[config.mk]
export PLATFORM = sky130hd
export DESIGN_NAME = ecu_seq
export DESIGN_NICKNAME = d
export VERILOG_FILES = /design/src/rtl/ecu_seq.sv
export SDC_FILE = /design/constraint.sdc
export NUM_CORES = 1
export LEC_CHECK = 0
export ABC_AREA = 1
export CAP_MARGIN = 20
export CORE_AREA = 2 2 73 75
export CTS_BUF_LIST = sky130_fd_sc_hd__clkbuf_8 sky130_fd_sc_hd__clkbuf_16
export DETAILED_ROUTE_END_ITERATION = 8
export DIE_AREA = 0 0 75 77
export PLACE_DENSITY = 0.86
export SYNTH_ARGS = -nofsm -noshare
export SYNTH_HDL_FRONTEND = slang
export SYNTH_SLANG_ARGS = --single-unit
[constraint.sdc]
create_clock -name clk -period 2.73 [get_ports clk]
set_input_delay 0.6825 -clock clk [delete_from_list [all_inputs] [get_ports clk]]
set_output_delay 0.6825 -clock clk [all_outputs]
set_load 0.005 [all_outputs]
[src/rtl/ecu_seq.sv]
// Instruction step sequencer: owns the instruction register, the operand bytes and the
// microcode step index. Closes the fetch/execute loop with the microcode decoder.
module ecu_seq #(
  parameter int unsigned STEPS      = 8,
  parameter int unsigned IS_W       = 3,
  parameter int unsigned CNT_W      = 16,
  parameter logic [7:0]  RESET_INSN = 8'h00
) (
  input  logic             clk,
  input  logic             rst,
  input  logic [7:0]       bus_in,
  input  logic             ir_we,
  input  logic             pc_lrc,
  input  logic             pc_ini,
  input  logic             pc_cub,
  input  logic             trap,
  input  logic [1:0]       len,
  input  logic             resume,
  output logic [7:0]       insn,
  output logic [7:0]       d1,
  output logic [7:0]       d2,
  output logic [IS_W-1:0]  is,
  output logic             halted,
  output logic             fault,
  output logic             ctl_err,
  output logic [CNT_W-1:0] icnt
);

  localparam logic [IS_W-1:0] IS_MAX = IS_W'(STEPS - 1);

  typedef enum logic [1:0] {
    S_RUN   = 2'd0,
    S_HALT  = 2'd1,
    S_FAULT = 2'd2
  } state_t;

  state_t           state, state_nx;
  logic [1:0]       fidx, fidx_nx;
  logic [7:0]       insn_nx, d1_nx, d2_nx;
  logic [IS_W-1:0]  is_nx;
  logic [CNT_W-1:0] icnt_nx;
  logic             ctl_err_nx;

  logic [1:0] eff_len;
  logic       over_len;
  logic       multi_pc;

  // A length of 0 is treated as a one-byte instruction; the opcode slot is always writable.
  assign eff_len  = (len == 2'd0) ? 2'd1 : len;
  assign over_len = ir_we && (fidx != 2'd0) && (fidx >= eff_len);
  assign multi_pc = (pc_lrc & pc_ini) | (pc_lrc & pc_cub) | (pc_ini & pc_cub);

  // State and datapath registers
  always_ff @(posedge clk or posedge rst) begin
    if (rst) begin
      state   <= S_RUN;
      fidx    <= 2'd0;
      insn    <= RESET_INSN;
      d1      <= 8'h00;
      d2      <= 8'h00;
      is      <= '0;
      icnt    <= '0;
      ctl_err <= 1'b0;
      halted  <= 1'b0;
      fault   <= 1'b0;
    end else begin
      state   <= state_nx;
      fidx    <= fidx_nx;
      insn    <= insn_nx;
      d1      <= d1_nx;
      d2      <= d2_nx;
      is      <= is_nx;
      icnt    <= icnt_nx;
      ctl_err <= ctl_err_nx;
      halted  <= (state_nx == S_HALT);
      fault   <= (state_nx == S_FAULT);
    end
  end

  // Next-state and datapath update
  always_comb begin
    state_nx   = state;
    fidx_nx    = fidx;
    insn_nx    = insn;
    d1_nx      = d1;
    d2_nx      = d2;
    is_nx      = is;
    icnt_nx    = icnt;
    ctl_err_nx = ctl_err;

    case (state)
      S_RUN: begin
        if (trap) begin
          state_nx = S_HALT;
        end else begin
          if (multi_pc || over_len) ctl_err_nx = 1'b1;

          // Capture uses the byte slot addressed before any end-of-instruction reset.
          if (ir_we) begin
            if (!over_len) begin
              case (fidx)
                2'd0:    insn_nx = bus_in;
                2'd1:    d1_nx   = bus_in;
                default: d2_nx   = bus_in;
              endcase
            end
            if (fidx != 2'd2) fidx_nx = fidx + 2'd1;
          end

          if (pc_lrc || pc_ini) begin
            is_nx   = '0;
            fidx_nx = 2'd0;
            icnt_nx = icnt + CNT_W'(1);
          end else if (pc_cub) begin
            if (is == IS_MAX) state_nx = S_FAULT;
            else              is_nx    = is + IS_W'(1);
          end
        end
      end

      S_HALT: begin
        // Re-run the trapped opcode from step 0 with its bytes intact.
        if (resume) begin
          state_nx = S_RUN;
          is_nx    = '0;
          fidx_nx  = 2'd0;
        end
      end

      default: begin
        state_nx = S_FAULT;
      end
    endcase
  end

endmodule

==> results of run 1 <==
## layer usage
| metal | part of all wire | GRT usage | up-vias |
|---|---|---|---|
| met5 | 0 | 0 | - |
| met4 | 0.012 | 0.0536 | 0 |
| met3 | 0.080 | 0.0683 | 6 |
| met2 | 0.46 | 0.296 | 66 |
| met1 | 0.45 | 0.274 | 936 |
| li1 | - | - | 1030 |
## cell usage after synthesis
library cell | count | area, um2
nand2_1 | 85 | 319
dfrtp_1 | 50 | 1250
inv_1 | 28 | 105
nor2_1 | 21 | 78.8
o21ai_2 | 17 | 149
o21ai_1 | 15 | 75.1
nand3_1 | 10 | 50.1
ha_1 | 8 | 100
nand2_2 | 8 | 50.1
o21ai_0 | 8 | 40.0
xor2_1 | 5 | 43.8
buf_6 | 3 | 33.8
nand4_1 | 3 | 18.8
nor2_2 | 3 | 18.8
nor2_4 | 3 | 33.8
xnor2_1 | 3 | 26.3
inv_2 | 2 | 7.51
nand2_4 | 2 | 22.5
nand3_4 | 2 | 35.0
nand3b_1 | 2 | 15.0
nor2_8 | 2 | 40.0
buf_2 | 1 | 5.00
o211ai_1 | 1 | 7.51
or2_2 | 1 | 6.26
## sequential cells by signal, summed over array words and instances (netlist names)
register and count:
d2 8, is 3, fidx 2, halted 1, fault 1, d1 8
state 2, insn 8, ctl_err 1, icnt 16
## worst max-delay path by stage
stage	startpoint	cells past startpoint	slack [ps]	to
floorplan	len[1]	10	720	d2[5]$_DFFE_PP0P_
global placement	len[1]	10	190	d2[3]$_DFFE_PP0P_
detailed placement	len[1]	10	120	d2[3]$_DFFE_PP0P_
CTS	len[1]	10	450	d2[3]$_DFFE_PP0P_
global route	len[1]	10	310	d1[2]$_DFFE_PP0P_
finish	len[1]	10	440	d2[3]$_DFFE_PP0P_
## worst max-delay path, stage by stage
cell and delay [ps]:
clkdlybuf4s50_1 460, inv_1 50, or2_2 260, ha_1 270, o21ai_1 130, nand2_1 70
nand2_2 130, nand3_4 220, nand2_1 150, o21ai_2 60
## kinds of logic after synthesis
family | count (synthesis) | share of synthesized area
AOI/OAI and AO/OA | 41 | 0.107
DFF | 50 | 0.494
and+or+nand+nor | 142 | 0.272
buffers and inverters | 34 | 0.0598
adders and majority gates | 8 | 0.0395
xor gates and xnor gates | 8 | 0.0277
## power groups by stage
stage	combinational, mW	sequential [mW]	clock (mW)
2_1_floorplan	0.0294	0.755	0
3_3_place_gp	0.0650	0.755	0
3_5_place_dp	0.0660	0.755	0
4_1_cts	0.0660	0.740	0.542
5_1_grt	0.0735	0.740	0.571
6_report	0.0643	0.740	0.528
## final cells by class
cell class	instances	area, um2
Timing Repair Buffer	65	646
Tap cell	70	87.6
Inverter	30	113
Clock inverter	1	30.0
Multi-Input combinational cell	199	1130
Sequential cell	50	1250
Fill cell	398	1640
Clock buffer	6	82.6
## per-stage QoR
stage | instances | total power, mW | utilization | cell area, um2 | hold WS, ps
floorplan | 283 | 0.784 | - | 2530 | 457
global placement | 414 | 0.820 | 0.648 | 3230 | 449
detailed placement | 414 | 0.821 | 0.648 | 3230 | 469
CTS | 421 | 1.35 | 0.671 | 3340 | 484
global route | 421 | 1.38 | 0.671 | 3340 | 501
finish | 421 | 1.33 | 0.671 | 3340 | 474
==> flow_metrics.env, run 1 <==
export IMPL_clock_sinks=50
export IMPL_synth_distinct_cells=24
export IMPL_drc=0
export IMPL_cp_max_fo=16
export IMPL_wl_per_cell_um=12.2
export IMPL_holdPathEnd="ctl_err$_DFFE_PP0P_"
export IMPL_ff2ff_setup_slack_ps=1080
export IMPL_cp_end_kind="register"
export IMPL_clk_path_buf_depth=2
export IMPL_syn_area_per_cell_um2=8.95
export IMPL_max_cap_viol_count=0
export IMPL_start_kind="input port"
export IMPL_io_buffers=63
export IMPL_ys_ff_latch=50
export IMPL_outcome="finished, final reports clean"
export IMPL_power_density_nw_per_um2=399
export IMPL_final_cell_mix="85 x nand2_1, 63 x clkdlybuf4s50_1, 50 x dfrtp_1, 27 x inv_1, 21 x nor2_1"
export IMPL_r2r_cells=8
export IMPL_required_ps=2930
export IMPL_p_int_mw=1.06
export IMPL_start_util=0.509
export IMPL_switching_share=0.203
export IMPL_num_nets_final=377
export IMPL_clock_skew_ps=3.38
export IMPL_clock_latency_ps=300
export IMPL_num_antenna_cells=0
export IMPL_fmax_mhz=436
export IMPL_h_tree_depth=2
export IMPL_drt_pass1_iterations=4
export IMPL_cp_arrival_ps=2490
export IMPL_cts_setup_buffers=0
export IMPL_grt_max_degree=31
export IMPL_pre_cts_slack_ps=116
export IMPL_finalSetupViolCount=0
export IMPL_power_frac_clock=0.396
export IMPL_clk_pin_slew_worst_paths_ps=80
export IMPL_rsz0062_at_grt="no"
export IMPL_antenna_left=0
export IMPL_p_leak_nw=1.52
export IMPL_postCtsHoldBufs=0
export IMPL_cts_resized=0
export IMPL_sequentialPowerShare=0.556
export IMPL_drive_above_1_share=0.142
export IMPL_die_w_um=75
export IMPL_min_period_ps=2290
export IMPL_worst_slew_pin_slew_ps=584
export IMPL_io_pins=64
export IMPL_wirelength_um=5140
export IMPL_timing_rr_end="d2[3]$_DFFE_PP0P_"
export IMPL_grt_pass1_vias=1874
export IMPL_holdPathStages=2
export IMPL_p_switching_mw=0.270
export IMPL_ys_warn_count=0
export IMPL_setup_tns_ps=0
export IMPL_hp_start="ctl_err$_DFFE_PP0P_"
export IMPL_critPathKind="in -> reg"
export IMPL_syn_to_final_growth_pct=31.9
export IMPL_antenna_found_initial=0
export IMPL_final_common_cell="nand2_1"
export IMPL_tritoncts="yes"
export IMPL_place_congestion=0.832
export IMPL_syn_nets=309
export IMPL_period_share=0.839
export IMPL_grt_usage=0.198
export IMPL_grt_pass1_wl_um=8840
export IMPL_netlist_area_um2=2530
export IMPL_yosysSeqAreaShare=0.494
export IMPL_vias=2038
export IMPL_die_y_um=77
export IMPL_grt_overflow=0
export IMPL_finalHoldViolCount=0
export IMPL_timing_rr_start="fidx[0]$_DFFE_PP0P_"
export IMPL_comb_power_share=0.048
export IMPL_drv_slew=0
export IMPL_slew_headroom=0.610
export IMPL_first_iter_violations=131
export IMPL_rows=26
export IMPL_clockRootBuffer="clkbuf_8"
export IMPL_syn_inst=283
export IMPL_core_um2=4980
export IMPL_dieArea_um2=5780
export IMPL_fin_ws_ps=438
export IMPL_cts_buffers=5
export IMPL_hold_class="reg -> reg"
export IMPL_ir_drop_mv=0.230
export IMPL_hpwl_um=3850
export IMPL_viasPerCell=4.84
Note: power is estimated with default switching activity, not from simulation.
==> inputs of run 2 (changes only) <==
--- a/config.mk
+++ b/config.mk
@@ -7,11 +7,11 @@
 export LEC_CHECK = 0
 export ABC_AREA = 1
 export CAP_MARGIN = 20
-export CORE_AREA = 2 2 73 75
+export CORE_AREA = 2 2 79 81
 export CTS_BUF_LIST = sky130_fd_sc_hd__clkbuf_8 sky130_fd_sc_hd__clkbuf_16
 export DETAILED_ROUTE_END_ITERATION = 8
-export DIE_AREA = 0 0 75 77
-export PLACE_DENSITY = 0.86
+export DIE_AREA = 0 0 81 83
+export PLACE_DENSITY = 0.78
 export SYNTH_ARGS = -nofsm -noshare
 export SYNTH_HDL_FRONTEND = slang
 export SYNTH_SLANG_ARGS = --single-unit
==> constraint.sdc (replaced) <==
create_clock -name clk -period 2.1 [get_ports clk]
set_input_delay 0.525 -clock clk [delete_from_list [all_inputs] [get_ports clk]]
set_output_delay 0.525 -clock clk [all_outputs]
set_load 0.005 [all_outputs]
==> flow_metrics.env, run 2 (synthesized netlist as in run 1, its figures left out) <==
export IMPL_outcome="finished, final reports clean"
export IMPL_worstPathCellList="clkdlybuf4s50_1 -> inv_1 -> or2_4 -> ha_4 -> o21ai_2 -> nand2_2 -> nand2_4 -> nand3_4 -> nand2_2 -> o21ai_2"
export IMPL_h_tree_depth=2
export IMPL_fmax_mhz=507
export IMPL_regMostFlops="icnt"
export IMPL_grt_overflow=0
export IMPL_cp_max_fo=8
export IMPL_finalHoldViolCount=0
export IMPL_wirelength_um=5330
export IMPL_grt_pass1_wl_um=8870
export IMPL_power_density_nw_per_um2=504
export IMPL_multiInputGateArea_um2=1210
export IMPL_final_seq_area_um2=1250
export IMPL_tritoncts="yes"
export IMPL_placed_area_um2=3260
export IMPL_dieArea_um2=6720
export IMPL_hp_start="ctl_err$_DFFE_PP0P_"
export IMPL_start_util=0.435
export IMPL_die_w_um=81
export IMPL_num_nets_final=381
export IMPL_clockRootBuffer="clkbuf_8"
export IMPL_drc=0
export IMPL_first_iter_violations=85
export IMPL_num_fill_cells=522
export IMPL_clock_sinks=50
export IMPL_clock_latency_ps=300
export IMPL_final_cell_mix="78 x nand2_1, 63 x clkdlybuf4s50_1, 50 x dfrtp_1, 27 x inv_1, 21 x nor2_1"
export IMPL_final_common_cell="nand2_1"
export IMPL_num_antenna_cells=0
export IMPL_final_area_um2=3450
export IMPL_place_congestion=0.823
export IMPL_cp_end_kind="register"
export IMPL_io_buffers=63
export IMPL_start_kind="input port"
export IMPL_hold_class="reg -> reg"
export IMPL_required_ps=2290
export IMPL_cts_buffers=5
export IMPL_timing_rr_start="fidx[0]$_DFFE_PP0P_"
export IMPL_vias=2033
export IMPL_cts_setup_buffers=0
export IMPL_grt_usage=0.165
export IMPL_grt_pass1_vias=2000
export IMPL_p_leak_nw=1.56
export IMPL_drive_above_1_share=0.177
export IMPL_antenna_left=0
export IMPL_die_y_um=83
export IMPL_syn_to_final_growth_pct=36.2
export IMPL_rsz0062_at_grt="no"
export IMPL_critPathKind="in -> reg"
export IMPL_ir_drop_mv=0.274
export IMPL_io_pins=64
export IMPL_clock_skew_ps=7.33
export IMPL_viasPerCell=4.73
export IMPL_cp_arrival_ps=2160
export IMPL_antenna_found_initial=0
export IMPL_worst_slew_pin_slew_ps=440
export IMPL_finalSetupViolCount=0
export IMPL_rows=28
export IMPL_min_period_ps=1970
export IMPL_grt_max_degree=24
export IMPL_power_mw=1.74
export IMPL_hpwl_um=3890
export IMPL_largest_reg_flops=16
export IMPL_core_um2=5820
export IMPL_postCtsHoldBufs=0
export IMPL_max_cap_viol_count=0
export IMPL_crit_slowest_cell="clkdlybuf4s50_1"
export IMPL_clk_path_buf_depth=2
export IMPL_clk_pin_slew_worst_paths_ps=80
export IMPL_wl_per_cell_um=12.4
export IMPL_cpPeakStageDelay_ps=460
export IMPL_drv_slew=0
export IMPL_crit_path_start="len[1]"
export IMPL_period_share=0.938
export IMPL_slew_headroom=0.706
export IMPL_drt_pass1_iterations=4
[run 2: critical path, delay by kind of cell]
kind / cells / cell delay [ps]
compound gates: 2 / 170
fa+ha+maj: 1 / 210
buf+inv: 2 / 500
simple gates: 5 / 760
[run 2: final cells by class]
cell class | count | area share
clock inverters | 1 | 0.00871
well taps | 75 | 0.0272
inverters | 30 | 0.0326
repair buffers | 67 | 0.195
multi-input cells | 201 | 0.350
flip-flops and latches | 50 | 0.363
clock buffers | 6 | 0.0239
[run 2: routing by layer]
metal	share of wire	global-route usage
met1	0.45	0.214
met5	0	0
met4	0.012	0.0370
met2	0.47	0.264
met3	0.068	0.0554
[run 2: power breakdown]
part	internal [mW]	total [mW]	leakage (nW)	switching (mW)
Clock	0.381	0.686	0.0573	0.304
Combinational	0.0428	0.0926	0.830	0.0498
Sequential	0.962	0.962	0.668	0
Total	1.39	1.74	1.56	0.354
[run 2: worst paths after layout]
check                                      end  slack (ps)  cells after the start
max                          d2[4]$_DFFE_PP0P_         130                     10
min                        ctl_err$_DFFE_PP0P_         490                      2
min in group asynchronous  ctl_err$_DFFE_PP0P_         530                      2
max reg2reg                  d2[4]$_DFFE_PP0P_         370                      6
min reg2reg                ctl_err$_DFFE_PP0P_         490                      2
max in group asynchronous   state[0]$_DFF_PP0_        1080                      3
[run 2: what timing repair did]
action / 4_1_cts / 5_1_grt
gates cloned: 0 / 2
pin swaps: 0 / 5
resized for setup: 0 / 13
setup endpoints to repair: 12 / 16
[run 2: metrics by stage]
step / hold slack [ps] / setup TNS (ps) / utilization / worst slack [ps] / instances
floorplan: 457 / 0 / - / 247 / 283
global placement: 457 / -4780 / 0.561 / -312 / 421
detailed placement: 463 / -5640 / 0.561 / -358 / 421
CTS: 494 / -226 / 0.580 / -34.7 / 428
global route: 523 / 0 / 0.593 / 52.6 / 430
finish: 491 / 0 / 0.593 / 130 / 430
